## src/rtl/transition_pkg.sv

```systemverilog
// Shared widths and event-entry layout for the transition logger.
package transition_pkg;

  localparam int TS_W_DEF     = 64;
  localparam int IN_W_DEF     = 8;
  localparam int DEPTH_L2_DEF = 5;
  localparam int DROP_W       = 16;

  // Entry packing, MSB first: {timeValid, changed, state, timestamp}
  function automatic int entry_w(input int ts_w, input int in_w);
    return 1 + 2 * in_w + ts_w;
  endfunction

endpackage

```

## src/rtl/sync_fwft_fifo.sv

```systemverilog
// First-word-fall-through FIFO; head is combinational from storage, storage unreset.
module sync_fwft_fifo #(
  parameter int WIDTH    = 8,
  parameter int DEPTH_L2 = 5
) (
  input  logic                clk,
  input  logic                rst_n,
  input  logic                push,
  input  logic [WIDTH-1:0]    wdata,
  input  logic                pop,
  output logic [WIDTH-1:0]    rdata,
  output logic                full,
  output logic                empty,
  output logic [DEPTH_L2:0]   count
);

  localparam int DEPTH = 1 << DEPTH_L2;

  logic [WIDTH-1:0]    mem [DEPTH];
  logic [DEPTH_L2-1:0] wptr_q, wptr_d, rptr_q, rptr_d;
  logic [DEPTH_L2:0]   count_q, count_d;
  logic                wr, rd;

  assign full  = (count_q == DEPTH_L2'(0) + (DEPTH_L2+1)'(DEPTH));
  assign empty = (count_q == '0);
  assign count = count_q;
  assign rdata = mem[rptr_q];

  // A pop frees the slot this cycle, so a push into a full FIFO is legal then
  assign rd = pop & ~empty;
  assign wr = push & (~full | rd);

  always_comb begin
    wptr_d  = wr ? wptr_q + 1'b1 : wptr_q;
    rptr_d  = rd ? rptr_q + 1'b1 : rptr_q;
    count_d = count_q;
    case ({wr, rd})
      2'b10:   count_d = count_q + 1'b1;
      2'b01:   count_d = count_q - 1'b1;
      default: count_d = count_q;
    endcase
  end

  always_ff @(posedge clk) begin
    if (!rst_n) begin
      wptr_q  <= '0;
      rptr_q  <= '0;
      count_q <= '0;
    end else begin
      wptr_q  <= wptr_d;
      rptr_q  <= rptr_d;
      count_q <= count_d;
    end
  end

  always_ff @(posedge clk) begin
    if (wr) mem[wptr_q] <= wdata;
  end

endmodule

```

## src/rtl/transition_logger.sv

```systemverilog
// Timestamps every change of the mitigation bits and queues it for a consumer.
module transition_logger
  import transition_pkg::*;
#(
  parameter int TIMESTAMP_WIDTH = TS_W_DEF,
  parameter int INPUT_WIDTH     = IN_W_DEF,
  parameter int FIFO_DEPTH_L2   = DEPTH_L2_DEF
) (
  input  logic                       clk,
  input  logic                       rst_n,
  input  logic [TIMESTAMP_WIDTH-1:0] timestamp,
  input  logic                       secondsMarkerToggle,
  input  logic [INPUT_WIDTH-1:0]     mitigationIn,
  input  logic                       clearOverflow,
  input  logic                       eventReady,
  output logic                       eventValid,
  output logic [TIMESTAMP_WIDTH-1:0] eventTimestamp,
  output logic [INPUT_WIDTH-1:0]     eventState,
  output logic [INPUT_WIDTH-1:0]     eventChanged,
  output logic                       eventTimeValid,
  output logic [FIFO_DEPTH_L2:0]     fifoCount,
  output logic                       overflow,
  output logic [DROP_W-1:0]          droppedCount
);

  localparam int EW = entry_w(TIMESTAMP_WIDTH, INPUT_WIDTH);

  logic [INPUT_WIDTH-1:0] prev_q;
  logic                   armed_q, locked_q, locked_d, smt_q;
  logic                   ovf_q, ovf_d;
  logic [DROP_W-1:0]      drop_q, drop_d;
  logic                   trans, pop, full, empty, drop;
  logic [EW-1:0]          wentry, rentry;

  assign trans  = armed_q & (mitigationIn != prev_q);
  assign pop    = eventValid & eventReady;
  assign drop   = trans & full & ~pop;
  assign wentry = {locked_q, mitigationIn ^ prev_q, mitigationIn, timestamp};

  always_comb begin
    locked_d = locked_q | (secondsMarkerToggle != smt_q);
    ovf_d    = ovf_q;
    drop_d   = drop_q;
    // A drop wins over a coincident clear so the lost event stays visible
    if (drop) begin
      ovf_d  = 1'b1;
      drop_d = (drop_q == '1) ? drop_q : drop_q + 1'b1;
    end else if (clearOverflow) begin
      ovf_d  = 1'b0;
      drop_d = '0;
    end
  end

  always_ff @(posedge clk) begin
    if (!rst_n) begin
      prev_q   <= '0;
      armed_q  <= 1'b0;
      locked_q <= 1'b0;
      smt_q    <= secondsMarkerToggle;
      ovf_q    <= 1'b0;
      drop_q   <= '0;
    end else begin
      prev_q   <= mitigationIn;
      armed_q  <= 1'b1;
      locked_q <= locked_d;
      smt_q    <= secondsMarkerToggle;
      ovf_q    <= ovf_d;
      drop_q   <= drop_d;
    end
  end

  sync_fwft_fifo #(.WIDTH(EW), .DEPTH_L2(FIFO_DEPTH_L2)) u_fifo (
    .clk   (clk),
    .rst_n (rst_n),
    .push  (trans),
    .wdata (wentry),
    .pop   (pop),
    .rdata (rentry),
    .full  (full),
    .empty (empty),
    .count (fifoCount)
  );

  assign eventValid     = ~empty;
  assign eventTimestamp = rentry[TIMESTAMP_WIDTH-1:0];
  assign eventState     = rentry[TIMESTAMP_WIDTH +: INPUT_WIDTH];
  assign eventChanged   = rentry[TIMESTAMP_WIDTH+INPUT_WIDTH +: INPUT_WIDTH];
  assign eventTimeValid = rentry[EW-1];
  assign overflow       = ovf_q;
  assign droppedCount   = drop_q;

endmodule

```

## config.mk

```make
export PLATFORM = sky130hd
export DESIGN_NAME = transition_logger
export DESIGN_NICKNAME = d
export VERILOG_FILES = /design/src/rtl/transition_pkg.sv /design/src/rtl/sync_fwft_fifo.sv /design/src/rtl/transition_logger.sv
export SDC_FILE = /design/constraint.sdc
export NUM_CORES = 2
export LEC_CHECK = 0
export BUFFER_PORTS_ARGS = -buffer_cell sky130_fd_sc_hd__buf_2
export CORE_MARGIN = 3
export CORE_UTILIZATION = 56
export CTS_CLUSTER_SIZE = 16
export DETAILED_ROUTE_END_ITERATION = 10
export PLACE_DENSITY = 0.75
export SYNTH_ARGS = -nofsm -noshare
export SYNTH_HDL_FRONTEND = slang
export SYNTH_HIERARCHICAL = 1
export SYNTH_SLANG_ARGS = --single-unit
```

## constraint.sdc

```tcl
create_clock -name clk -period 6.3 [get_ports clk]
set_input_delay 0.63 -clock clk [delete_from_list [all_inputs] [get_ports clk]]
set_output_delay 0.63 -clock clk [all_outputs]
set_load 0.02 [all_outputs]
```

### Word-level counts from Yosys, hierarchy flattened

Memories as Yosys holds them, arrays and structs flattened. A register that Yosys moved wholly into a read port is not among the register bits.
Cells that the tools add are included.

* $add $sub $neg: 5
* reductions and logical operators: 4
* bitwise gates (word level): 12
* muxes and demuxes: 11
* order comparisons: 0
* shift operators: 0
* divide/modulo/power cells: 0
* eq/ne operators: 7
* $mul: 0

Operators by type and width (number)
* 16-bit 2-to-1 mux: 3
* 16-bit by 1-bit adder with 16-bit output (second input constant): 1
* 16-bit equality test (second input constant): 1
* 6-bit case mux with 2 select lines: 1
* 5-bit by 1-bit adder with 5-bit output (second input constant): 2
* 5-bit 2-to-1 mux: 2
* 8-bit != test: 1
* 8-bit bitwise XOR: 1
* 6-bit by 1-bit adder with 6-bit output (second input constant): 1
* 1-bit bitwise AND: 6
* 6-bit equality test (second input constant): 1
* 6-bit logical NOT: 1
* 6-bit by 1-bit subtractor with 6-bit output (second input constant): 1
* 1-bit 2-to-1 mux: 5
* 2-bit nonzero test: 2
* 1-bit NOT: 3
* 2-bit by 1-bit equality test with 1-bit output (second input constant): 1
* 2-bit equality test (second input constant): 1
* 2-bit != test (second input constant): 1
* 1-bit OR: 2
* 2-bit AND reduction: 1
* 1-bit != test: 1

* logic and storage cells: 49
* input bits: 77
* output and inout bits: 105
* bits in registers: 44
* bits in latches: 0
* memory bits (read-only): 0
* RAM bits: 2592
* memories: 1

Memory list
* u_fifo.mem: depth 32, width 81, read ports 1, clocked after memory_dff 1, write ports 1, line sync_fwft_fifo.sv:19 `logic [WIDTH-1:0] mem [DEPTH];`

### Depth between registers and ports, before layout

* depth in word-level cells: 8
* depth in mapped cells: 15

### Modules after synthesis

Netlist, hierarchy kept.

By module, submodules not included
* sync_fwft_fifo: cells each 3992, instances 1, area an instance 99464.1 µm²
* transition_logger: cells each 168, instances 1, area an instance 1498.9 µm²

### Worst setup path before layout

Ideal clock, no wire load.

* path type: input port to flip-flop
* start: input port mitigationIn[5]
* end: memory u_fifo/mem[30][0] (netlist name), enable pin
* arrival time: 6.176 ns
* slack: -0.397 ns
* buffers on the path: 1
* cell stages on the path: 7
* path through: xor2_1 nor4_1 a21boi_0 o31a_1 clkbuf_1 nand2_1 nor2_1

* cells in the longest elaborated chain, start to end: 5

RTL lines
* from (decl): line transition_logger.sv:13 `input logic [INPUT_WIDTH-1:0] mitigationIn,`
* 8-bit != test: line transition_logger.sv:35 `assign trans = armed_q & (mitigationIn != prev_q);`
* 1-bit bitwise AND: line transition_logger.sv:35
* named net trans: line transition_logger.sv:32 `logic trans, pop, full, empty, drop;`
* 1-bit bitwise AND: line sync_fwft_fifo.sv:31 `assign wr = push & (~full | rd);`
* 1-bit 2-to-1 mux: line sync_fwft_fifo.sv:57 `if (wr) mem[wptr_q] <= wdata;`
* 1-bit 2-to-1 mux (not written as such): line sync_fwft_fifo.sv:57
* to (decl): line sync_fwft_fifo.sv:19

The timed path passes the listed nets, and every way through them passes these cells.

==> results.ini <==
[hold_path]
hp-start = mitigationIn[7]
min_path_cells = 1
holdCritPathClass = in2reg
min_to = u_fifo/mem[20][71]$_DFFE_PP_

[logic_synthesis]
synth_edf_count = 2592
yosys.area.top_type = edfxtp_1
ys.flop_type = edfxtp_1
syn_inst = 4160
yosysWarnings = 6
async_flop_share = 0
avgSynthCellArea_sq_um = 24.3
netlist.area_leader.share = 0.771
syn_area_sq_um = 101000
yosys-top-cells-area = edfxtp_1, mux4_2, mux2i_1, dfxtp_1, mux2_2
yosysUniqueCellTypes = 69
ys_ff_latch = 2641
ys_seq_area_frac = 0.781
synth_fp_nets = 4248

[final_layout]
seq_area_sq_um = 78800
mostFrequentLayoutCell = edfxtp_1
multiInputGateArea_sq_um = 21300
area_growth_pct = 13.0
layout-drive-gt1-share = 0.330
layout_common_cells = edfxtp_1, mux4_2, clkbuf_16
nNetsFinal = 4620
final_util = 0.638
fill_cells = 11180

[timing]
fmax_mhz = 206
post-route-period-util = 0.771
hold_violations = 0
rsz0062_at_grt = no
fin_ws_ns = 1.44
relSlewSlack = 0.115
period_minus_slack_ns = 4.86
slew_violations = 0
skew_ns = 0.0549
worstMarginPinSlew_ns = 1.33
finalSetupViolCount = 0

[setup_path]
worst-path-max-fanout = 32
ff2ff_setup_slack_ns = 1.58
critPathMaxStageDelay_ns = 0.81
cp-start-kind = flop
reg2reg_from = prev_q[3]$_SDFF_PN0_
crit_slowest_cell = dfxtp_4
required_ns = 5.67
path_cells = buf_12 > buf_4 > mux4_2 > mux2i_1 > o22ai_1 > a221o_1 > buf_2
cp-end-kind = primary output
cp.arrival_ns = 4.23
crit_type = reg2out
reg2reg_depth = 8
r2r-end = u_fifo/mem[29][35]$_DFFE_PP_

[floorplan]
core.rowCount = 155
dieArea_sq_um = 185000
die_h_um = 431
initial_core_util = 0.565
die_w_um = 431
coreArea_sq_um = 179000
io_pins = 182

[clock_network]
h-tree-depth = 5
clockRootBuffer = clkbuf_16
cts_buffer_depth = 4
cts.clk_slew.worst_paths_ns = 0.06
numCtsBuffers = 274
clk-insertion-delay-late_ns = 0.91
cts_setup_buffers = 0
cts_tree = yes
cts_sinks = 2641

[grt]
antenna_found_initial = 22
grt_max_degree = 107
grt_overflow_total = 0
grt_pass1_wl_um = 353000
grt_util_all_layers = 0.267
first_global_vias = 49248

[flow_run]
drv_cap = 0

[power]
ir_drop_uv = 291
power.total_w = 0.0411
p_per_area_nw_per_um2 = 360
p_leak_nw = 34.5

[placed_design]
place_ws_ns = 1.07
hpwl_um = 125000
io_buffers = 181
gp_congestion = 0.799

[drt]
routed_wl_um = 243000
postRouteAntennaNets = 0
via_per_inst = 6.70
post_drt_wl_per_cell_um = 34.3
drc_errors = 0
drtIter0Drc = 6106
dr.pass1.iters = 5
vias = 47417

[outcome]
run_status = finished, final reports clean

[worst max-delay path, delay by kind of cell, from the launching register on]
kind	cells	cell delay (ns)
compound gates	2	0.63
mux	2	0.81
flops	1	0.81
buf+inv	3	1.03
[layout make-up]
type                            instances  share of cell area
Antenna cell                            7            0.000154
Sequential cell                      2641               0.691
Tap cell                             2355              0.0258
Multi-Input combinational cell       1285               0.187
Clock inverter                        118             0.00902
Inverter                               15            0.000493
Clock buffer                          341              0.0641
Timing Repair Buffer                  315              0.0227
[synthesized netlist by cell type (3+ instances only)]
master and count:
buf_4 29, nor2b_1 7, clkbuf_1 92, nand2_1 31, mux2i_1 126, nor3_1 9, a221o_1 16, a21oi_1 14
nor2_1 52, inv_1 14, xnor2_1 6, buf_6 6, mux2_2 78, nand2b_1 6, edfxtp_1 2592, ha_1 10
xor2_1 12, nand4_1 4, o221ai_1 23, and2_1 17, buf_1 25, a311oi_1 7, o22ai_1 22, o21ai_0 13
o22a_1 22, or3_1 3, dfxtp_1 49, o21a_1 6, and3_1 5, or4_1 3, nand3_1 11, o211ai_1 4
mux4_2 732, buf_2 65
[per-stage QoR]
step / hold WS [ns] / cell area [sq um] / setup TNS, ns / instances
6_report: 0.104 / 114000 / 0 / 7077
5_1_grt: 0.0645 / 114000 / 0 / 7074
4_1_cts: 0.0390 / 114000 / 0 / 7070
3_5_place_dp: 0.487 / 106000 / 0 / 6610
3_3_place_gp: 0.474 / 106000 / 0 / 6610
2_1_floorplan: 0.484 / 101000 / -997.89 / 4160
[what timing repair did]
action | in CTS | in global routing
resized for setup | 0 | 0
hold buffers | 1 | 0
hold endpoints to repair | 1 | 0
[cell families after synthesis]
family / synth area share
xor+xnor: 0.00156
compound gates: 0.0112
buf+inv: 0.0112
flops: 0.781
fa+ha+maj: 0.00144
simple gates: 0.00946
mux: 0.184
[where the power goes]
| part | total [W] | switching [W] | leakage (nW) | internal, W |
|---|---|---|---|---|
| Clock | 0.0153 | 0.00640 | 4.09 | 0.00891 |
| Sequential | 0.0197 | 0.000163 | 23.8 | 0.0196 |
| Combinational | 0.00607 | 0.00322 | 6.65 | 0.00286 |
[flip-flops by register name, summed over array words and instances, names as in the netlist, named ones only]
name and flops:
droppedCount 16, prev_q 8, u_fifo/count 6, armed_q 1, locked_q 1, u_fifo/rptr_q 5, overflow 1, u_fifo/wptr_q 5
u_fifo/mem 2592, smt_q 1
[worst max-delay path by stage]
stage,end,depth (start not counted),slack (ns),start
2_1_floorplan,u_fifo/mem[30][0]$_DFFE_PP_,7,-0.40,mitigationIn[5]
3_3_place_gp,u_fifo/mem[17][32]$_DFFE_PP_,9,1.26,mitigationIn[3]
3_5_place_dp,u_fifo/mem[17][32]$_DFFE_PP_,9,1.07,mitigationIn[3]
4_1_cts,eventTimestamp[22],6,1.33,flop
5_1_grt,eventState[0],7,1.18,flop
6_report,eventTimestamp[59],7,1.44,flop
[per-layer routing]
| metal | track usage | vias up | part of all wire | wire [um] |
|---|---|---|---|---|
| met5 | 0 | - | 0.00049 | 120 |
| li1 | - | 18703 | - | - |
| met4 | 0.110 | 18 | 0.044 | 10600 |
| met1 | 0.363 | 25258 | 0.37 | 88800 |
| met3 | 0.0695 | 559 | 0.10 | 25000 |
| met2 | 0.418 | 2879 | 0.49 | 118000 |
(Power assumes the default switching activity.)
